<file path="config.mk">
export PLATFORM = sky130hd
export DESIGN_NAME = aes_core_arbiter_flat
export DESIGN_NICKNAME = d
export VERILOG_FILES = /design/src/rtl/aes_arb_pkg.sv /design/src/rtl/aes_core_arbiter_if.sv /design/src/rtl/rr_arbiter.sv /design/src/rtl/aes_core_arbiter.sv /design/src/flat_wrapper.sv
export SDC_FILE = /design/constraint.sdc
export NUM_CORES = 1
export LEC_CHECK = 0
export ABC_AREA = 0
export BUFFER_PORTS_ARGS = -buffer_cell sky130_fd_sc_hd__buf_2
export CELL_PAD_IN_SITES_DETAIL_PLACEMENT = 1
export CELL_PAD_IN_SITES_GLOBAL_PLACEMENT = 2
export CORE_AREA = 2 2 253 255
export DETAILED_ROUTE_END_ITERATION = 10
export DIE_AREA = 0 0 255 257
export GPL_TIMING_DRIVEN = 0
export PLACE_DENSITY = 0.62
export SYNTH_ARGS = -nofsm -noshare
export SYNTH_HDL_FRONTEND = slang
export SYNTH_SLANG_ARGS = --single-unit
</file>
<file path="constraint.sdc">
create_clock -name HCLK -period 26.8 [get_ports HCLK]
set_clock_uncertainty 0.2 [all_clocks]
set_input_delay 4.02 -clock HCLK [delete_from_list [all_inputs] [get_ports HCLK]]
set_output_delay 4.02 -clock HCLK [all_outputs]
set_load 0.05 [all_outputs]
</file>
<file path="src/rtl/aes_arb_pkg.sv">
// Shared definitions for the AES core arbiter: block width, FSM state encoding
// and the index-width helper used by every file that carries a requester index.
package aes_arb_pkg;

  localparam int AES_BLOCK_W = 128;

  typedef enum logic [2:0] {
    IDLE,
    LOAD,
    WAIT,
    RESP,
    RECOVER
  } arb_state_e;

  // A single requester still needs one index bit.
  function automatic int idx_width(input int n);
    return (n > 1) ? $clog2(n) : 1;
  endfunction

endpackage

</file>
<file path="src/rtl/aes_core_arbiter_if.sv">
// Requester-side and core-side signals of the AES core arbiter; the slave
// modport is the arbiter, the master modport is whatever drives it.
interface aes_core_arbiter_if #(
  parameter int NUM_REQ = 2
);

  localparam int IDX_W = aes_arb_pkg::idx_width(NUM_REQ);
  localparam int BW    = aes_arb_pkg::AES_BLOCK_W;

  logic [NUM_REQ-1:0]         req_valid_i;
  logic [NUM_REQ-1:0][BW-1:0] req_data_i;
  logic [NUM_REQ-1:0]         req_ready_o;
  logic [NUM_REQ-1:0]         rsp_valid_o;
  logic [BW-1:0]              rsp_data_o;
  logic                       rsp_err_o;
  logic [BW-1:0]              core_data_o;
  logic                       core_ld_o;
  logic                       core_rst_o;
  logic                       core_done_i;
  logic [BW-1:0]              core_data_i;
  logic                       busy_o;
  logic [IDX_W-1:0]           owner_o;

  modport slave (
    input  req_valid_i, req_data_i, core_done_i, core_data_i,
    output req_ready_o, rsp_valid_o, rsp_data_o, rsp_err_o,
           core_data_o, core_ld_o, core_rst_o, busy_o, owner_o
  );

  modport master (
    output req_valid_i, req_data_i, core_done_i, core_data_i,
    input  req_ready_o, rsp_valid_o, rsp_data_o, rsp_err_o,
           core_data_o, core_ld_o, core_rst_o, busy_o, owner_o
  );

endinterface

</file>
<file path="src/rtl/rr_arbiter.sv">
// Combinational round-robin pick: search starts one past the last grant and
// wraps, returning both a one-hot grant and the winner's index.
module rr_arbiter
  import aes_arb_pkg::*;
#(
  parameter int NUM_REQ = 2
) (
  input  logic [NUM_REQ-1:0]                 req_i,
  input  logic [idx_width(NUM_REQ)-1:0]      last_grant_i,
  output logic [NUM_REQ-1:0]                 grant_o,
  output logic [idx_width(NUM_REQ)-1:0]      idx_o
);

  localparam int IDX_W = idx_width(NUM_REQ);

  logic [IDX_W-1:0] cand;
  logic             found;

  always_comb begin
    grant_o = '0;
    idx_o   = '0;
    found   = 1'b0;
    cand    = '0;
    for (int k = 1; k <= NUM_REQ; k++) begin
      cand = IDX_W'((int'(last_grant_i) + k) % NUM_REQ);
      if (!found && req_i[cand]) begin
        found         = 1'b1;
        grant_o[cand] = 1'b1;
        idx_o         = cand;
      end
    end
  end

endmodule

</file>
<file path="src/rtl/aes_core_arbiter.sv">
// Shares one AES core among NUM_REQ requesters: round-robin accept, one load
// strobe, wait for done with a hang timeout that resets the core and errors out.
module aes_core_arbiter
  import aes_arb_pkg::*;
#(
  parameter int NUM_REQ        = 2,
  parameter int TIMEOUT_CYCLES = 64
) (
  input  logic              HCLK,
  input  logic              HRESET,
  aes_core_arbiter_if.slave bus
);

  localparam int IDX_W = idx_width(NUM_REQ);
  localparam int CNT_W = $clog2(TIMEOUT_CYCLES);
  localparam logic [CNT_W-1:0] CNT_LAST = CNT_W'(TIMEOUT_CYCLES - 1);

  arb_state_e             state_q, state_d;
  logic [CNT_W-1:0]       cnt_q, cnt_d;
  logic [IDX_W-1:0]       last_grant_q, last_grant_d;
  logic [IDX_W-1:0]       owner_q, owner_d;
  logic [AES_BLOCK_W-1:0] core_data_q, core_data_d;
  logic [AES_BLOCK_W-1:0] rsp_data_q, rsp_data_d;
  logic                   err_q, err_d;

  logic [NUM_REQ-1:0]     grant;
  logic [IDX_W-1:0]       grant_idx;
  logic [NUM_REQ-1:0]     req_ready;
  logic [NUM_REQ-1:0]     rsp_valid;
  logic                   rsp_err;
  logic                   core_ld;
  logic                   core_rst;

  rr_arbiter #(
    .NUM_REQ (NUM_REQ)
  ) u_rr (
    .req_i        (bus.req_valid_i),
    .last_grant_i (last_grant_q),
    .grant_o      (grant),
    .idx_o        (grant_idx)
  );

  always_ff @(posedge HCLK or posedge HRESET) begin
    if (HRESET) begin
      state_q      <= IDLE;
      cnt_q        <= '0;
      last_grant_q <= IDX_W'(NUM_REQ - 1);
      owner_q      <= '0;
      core_data_q  <= '0;
      rsp_data_q   <= '0;
      err_q        <= 1'b0;
    end else begin
      state_q      <= state_d;
      cnt_q        <= cnt_d;
      last_grant_q <= last_grant_d;
      owner_q      <= owner_d;
      core_data_q  <= core_data_d;
      rsp_data_q   <= rsp_data_d;
      err_q        <= err_d;
    end
  end

  always_comb begin
    state_d      = state_q;
    cnt_d        = cnt_q;
    last_grant_d = last_grant_q;
    owner_d      = owner_q;
    core_data_d  = core_data_q;
    rsp_data_d   = rsp_data_q;
    err_d        = err_q;
    req_ready    = '0;
    rsp_valid    = '0;
    rsp_err      = 1'b0;
    core_ld      = 1'b0;
    core_rst     = 1'b0;

    unique case (state_q)
      IDLE: begin
        if (|bus.req_valid_i) begin
          req_ready   = grant;
          core_data_d = bus.req_data_i[grant_idx];
          owner_d     = grant_idx;
          state_d     = LOAD;
        end
      end
      LOAD: begin
        core_ld = 1'b1;
        cnt_d   = '0;
        state_d = WAIT;
      end
      WAIT: begin
        // done takes priority over the timeout on the last allowed cycle
        if (bus.core_done_i) begin
          rsp_data_d = bus.core_data_i;
          err_d      = 1'b0;
          state_d    = RESP;
        end else if (cnt_q == CNT_LAST) begin
          cnt_d   = '0;
          state_d = RECOVER;
        end else begin
          cnt_d = cnt_q + CNT_W'(1);
        end
      end
      RECOVER: begin
        core_rst = 1'b1;
        if (cnt_q == CNT_W'(1)) begin
          cnt_d      = '0;
          rsp_data_d = '0;
          err_d      = 1'b1;
          state_d    = RESP;
        end else begin
          cnt_d = cnt_q + CNT_W'(1);
        end
      end
      RESP: begin
        rsp_valid    = NUM_REQ'(1) << owner_q;
        rsp_err      = err_q;
        last_grant_d = owner_q;
        state_d      = IDLE;
      end
      default: state_d = IDLE;
    endcase
  end

  // The accept pulse is combinational from req_valid_i, so mask it during reset.
  assign bus.req_ready_o = HRESET ? '0 : req_ready;
  assign bus.rsp_valid_o = rsp_valid;
  assign bus.rsp_err_o   = rsp_err;
  assign bus.rsp_data_o  = rsp_data_q;
  assign bus.core_data_o = core_data_q;
  assign bus.core_ld_o   = core_ld;
  assign bus.core_rst_o  = core_rst;
  assign bus.busy_o      = (state_q != IDLE);
  assign bus.owner_o     = owner_q;

endmodule

</file>
<file path="src/flat_wrapper.sv">
// flat-port wrapper written by rule: the top's interface ports become plain ports
module aes_core_arbiter_flat import aes_arb_pkg::*;
#(
  parameter int NUM_REQ        = 2,
  parameter int TIMEOUT_CYCLES = 64
)
  (HCLK, HRESET, bus_req_valid_i, bus_req_data_i, bus_core_done_i, bus_core_data_i, bus_req_ready_o, bus_rsp_valid_o, bus_rsp_data_o, bus_rsp_err_o, bus_core_data_o, bus_core_ld_o, bus_core_rst_o, bus_busy_o, bus_owner_o);
  aes_core_arbiter_if #(.NUM_REQ(NUM_REQ)) bus_i ();
  input  logic HCLK;
  input  logic HRESET;
  input wire logic [$bits(bus_i.req_valid_i)-1:0] bus_req_valid_i;
  input wire logic [$bits(bus_i.req_data_i)-1:0] bus_req_data_i;
  input wire logic [$bits(bus_i.core_done_i)-1:0] bus_core_done_i;
  input wire logic [$bits(bus_i.core_data_i)-1:0] bus_core_data_i;
  output wire logic [$bits(bus_i.req_ready_o)-1:0] bus_req_ready_o;
  output wire logic [$bits(bus_i.rsp_valid_o)-1:0] bus_rsp_valid_o;
  output wire logic [$bits(bus_i.rsp_data_o)-1:0] bus_rsp_data_o;
  output wire logic [$bits(bus_i.rsp_err_o)-1:0] bus_rsp_err_o;
  output wire logic [$bits(bus_i.core_data_o)-1:0] bus_core_data_o;
  output wire logic [$bits(bus_i.core_ld_o)-1:0] bus_core_ld_o;
  output wire logic [$bits(bus_i.core_rst_o)-1:0] bus_core_rst_o;
  output wire logic [$bits(bus_i.busy_o)-1:0] bus_busy_o;
  output wire logic [$bits(bus_i.owner_o)-1:0] bus_owner_o;
  assign bus_i.req_valid_i = bus_req_valid_i;
  assign bus_i.req_data_i = bus_req_data_i;
  assign bus_i.core_done_i = bus_core_done_i;
  assign bus_i.core_data_i = bus_core_data_i;
  assign bus_req_ready_o = bus_i.req_ready_o;
  assign bus_rsp_valid_o = bus_i.rsp_valid_o;
  assign bus_rsp_data_o = bus_i.rsp_data_o;
  assign bus_rsp_err_o = bus_i.rsp_err_o;
  assign bus_core_data_o = bus_i.core_data_o;
  assign bus_core_ld_o = bus_i.core_ld_o;
  assign bus_core_rst_o = bus_i.core_rst_o;
  assign bus_busy_o = bus_i.busy_o;
  assign bus_owner_o = bus_i.owner_o;
  aes_core_arbiter #(.NUM_REQ(NUM_REQ), .TIMEOUT_CYCLES(TIMEOUT_CYCLES)) u_core (.HCLK(HCLK), .HRESET(HRESET), .bus(bus_i));
endmodule
</file>
==> impl_metrics.py <==
metrics = {
    "outcome": {
        "status": "complete, no violations",
    },
    "sta": {
        "slew_viol_final": 0,
        "max_freq_mhz": 96.5,
        "hold_viol": 0,
        "period_minus_slack_ns": 10.37,
        "setup_viol": 0,
        "period_share": 0.387,
        "rsz0062_at_grt": "false",
        "max_slew_margin": 0.300,
        "worstMarginPinSlew_ns": 1.05,
        "final.setup.tns_ns": 0,
    },
    "setup_path": {
        "path_cells": "buf_2, nand2_1, nand2_1, clkbuf_1, clkbuf_1, nand2_1, nor3_1, buf_2",
        "crit_type": "input pin to output pin",
        "r2r_slack_ns": 23.30,
        "arrival_ns": 6.15,
        "critPathRequiredTime_ns": 22.58,
        "cpPeakStageDelay_ns": 0.62,
        "r2r-start": "u_core.state_q[0]",
        "worst_path_most_repeated_cell": "nand2_1",
        "worst-r2r-cell-count": 7,
        "cp-start-kind": "input pin",
        "crit_buf_inv": 4,
        "endpoint_kind": "output pin",
        "r2r_end": "u_core.bus.core_data_o[4]",
        "critPathTopFamily": "buffers and inverters",
        "slowest_stage": "clkbuf_1",
        "critPathMaxFanout": 10,
    },
    "power": {
        "p_comb_frac": 0.545,
        "p_total_mw": 2.74,
        "switching_share": 0.532,
        "pwr-share-seq": 0.262,
        "power_switching_mw": 1.46,
        "power.leakage_nw": 9.23,
        "powerDensity_mw_per_mm2": 152,
        "irDropWorstVdd_mv": 0.0540,
        "internal_power_mw": 1.28,
        "power_frac_clock": 0.193,
    },
    "logic_synthesis": {
        "async_reset_ff_frac": 1.00,
        "synth.avg_cell_area_um2": 9.20,
        "syn_area_mm2": 0.0122,
        "yosysUniqueCellTypes": 40,
        "ys.flop_type": "dfrtp_1",
        "seq_area_frac_synth": 0.548,
        "yosysWarningCount": 0,
        "syn_inst": 1331,
        "ys_seq_elements": 268,
        "synth_edf_count": 0,
        "synth.net_count": 1722,
    },
    "floorplanning": {
        "die_y_um": 257,
        "num_rows": 92,
        "die_area_mm2": 0.0655,
        "coreArea_mm2": 0.0627,
        "io_pins": 654,
        "die_w_um": 255,
        "start_util": 0.195,
    },
    "route": {
        "route.detailed.drc": 0,
        "first_iter_violations": 418,
        "wirelength_um": 57500,
        "met1_length_um": 22200,
        "wl_met2_um": 28200,
        "vias_per_cell": 4.18,
        "num_vias": 12100,
        "wl_met3_um": 5370,
        "drtAntennaViolNets": 0,
        "top_layer": "met5",
        "wire_per_inst_um": 19.8,
        "firstDrtPassIters": 4,
    },
    "grt": {
        "antenna_found_initial": 25,
        "grt_pass1_wl_um": 84700,
        "grt_use_total": 0.172,
        "overflow": 0,
        "grt_pass1_vias": 13300,
        "grt_max_degree": 113,
    },
    "clock_tree": {
        "clock_path_buffers": 3,
        "cts-root-buf": "clkbuf_16",
        "cts.sinks": 268,
        "numCtsBuffers": 37,
        "clk_pin_slew_worst_paths_ns": 0.06,
        "post_cts_resized": 0,
        "post_cts_buffers": 0,
        "clk_latency_ns": 0.54,
        "cts_tree": "yes",
        "htree_levels": 2,
        "ctsHoldBuffers": 0,
    },
    "worst_hold_path": {
        "min_from": "u_core.err_q",
        "hp-class": "flop to flop",
        "min_to": "u_core.err_q",
        "min_path_cells": 1,
    },
    "run": {
        "drv_cap": 0,
    },
    "finish": {
        "fillers": 7563,
        "nNetsFinal": 2416,
        "register_area_mm2": 0.00671,
        "multi_input_area_mm2": 0.00447,
        "drive_gt1_frac": 0.366,
        "area_growth_pct": 46.7,
    },
    "place": {
        "place_hpwl_um": 44700,
        "place_congestion": 0.811,
        "portBuffers": 653,
    },
}
metrics by stage:
step	util	hold WS, ns	cells	instance area (um2)	setup slack (ns)
after floorplan	-	0.264	1331	12200	15.20
after global placement	0.264	0.276	2830	16600	10.72
after detailed placement	0.265	0.289	2832	16600	16.29
after CTS	0.286	0.303	2898	17900	16.28
after global routing	0.286	0.313	2905	17900	16.17
final	0.286	0.308	2907	18000	16.43
final cells by class:
class	count	area share
diodes	9	0.00125
plain buffers	89	0.0317
clock buffers	57	0.0652
clock inverters	9	0.00711
inverters	133	0.0282
multi-input cells	841	0.249
flip-flops and latches	268	0.374
well taps	846	0.0590
repair buffers	655	0.185
worst max path at each step:
| stage | end | slack (ns) | cells after the start | start |
|---|---|---|---|---|
| after floorplan | u_core.bus.core_data_o[0] | 15.20 | 1 | HRESET |
| after global placement | u_core.bus.rsp_data_o[82] | 10.72 | 2 | HRESET |
| after detailed placement | bus_req_ready_o[0] | 16.29 | 8 | bus_req_valid_i[0] |
| after CTS | bus_req_ready_o[0] | 16.28 | 8 | bus_req_valid_i[0] |
| after global routing | bus_req_ready_o[0] | 16.17 | 8 | bus_req_valid_i[0] |
| final | bus_req_ready_o[0] | 16.43 | 8 | bus_req_valid_i[0] |
state kept, by name, summed over array words and instances, names as in the netlist:
signal and cells:
u_core.bus.core_data_o 128, u_core.bus.rsp_data_o 128, u_core.cnt_q 6, u_core.state_q 3, u_core.bus.owner_o 1, u_core.err_q 1, u_core.last_grant_q 1
cells by family (layout without fill, tap and decap cells):
kind of cell / count (synthesis) / count (layout) / synth area share
other: 0 / 9 / 0
AOI/OAI and AO/OA: 156 / 156 / 0.0817
buffers and inverters: 222 / 943 / 0.0872
muxes: 128 / 128 / 0.105
and+or+nand+nor: 555 / 555 / 0.176
DFF: 268 / 268 / 0.548
adders and majority gates: 2 / 2 / 0.00204
power by group through the flow:
stage                     Combinational [mW]  Sequential [mW]  Clock [mW]
final                                   1.49            0.718       0.528
after detailed placement                1.51            0.725           0
after global routing                    1.59            0.747       0.564
after floorplan                        0.378             1.41           0
after CTS                               1.51            0.721       0.548
after global placement                  1.50            0.718           0
cell usage after synthesis (all sizes together), types with 3 or more instances:
cell type / n / area [um2]
nor2b: 3 / 18.8
mux2i: 128 / 1280
clkbuf: 61 / 229
nand2: 393 / 1480
inv: 133 / 499
o21ai: 8 / 40.0
a21oi: 6 / 41.3
nor2: 136 / 510
dfrtp: 267 / 6680
buf: 28 / 339
a31oi: 128 / 801
nor3: 6 / 30.0
routing by layer:
metal  vias to the layer above  GRT usage
li1                       5687          -
met1                      5886      0.192
met2                       434      0.297
met3                       108     0.0653
met4                        30     0.0559
met5                         -          0
cells in the final DEF (no fill, tap or decap), types with 3 or more instances in the layout:
cell type    n
buf_2      665
nand2_1    393
dfrtp_1    267
nor2_1     136
inv_1      132
mux2i_1    128
a31oi_1    128
clkbuf_1    63
clkbuf_16   37
clkbuf_8    17
buf_12      13
diode_2      9
o21ai_0      8
nor3_1       6
a21oi_1      5
clkinv_2     4
nor2b_1      3
bufinv_16    3
No activity file was read; power rests on OpenSTA's default activity.
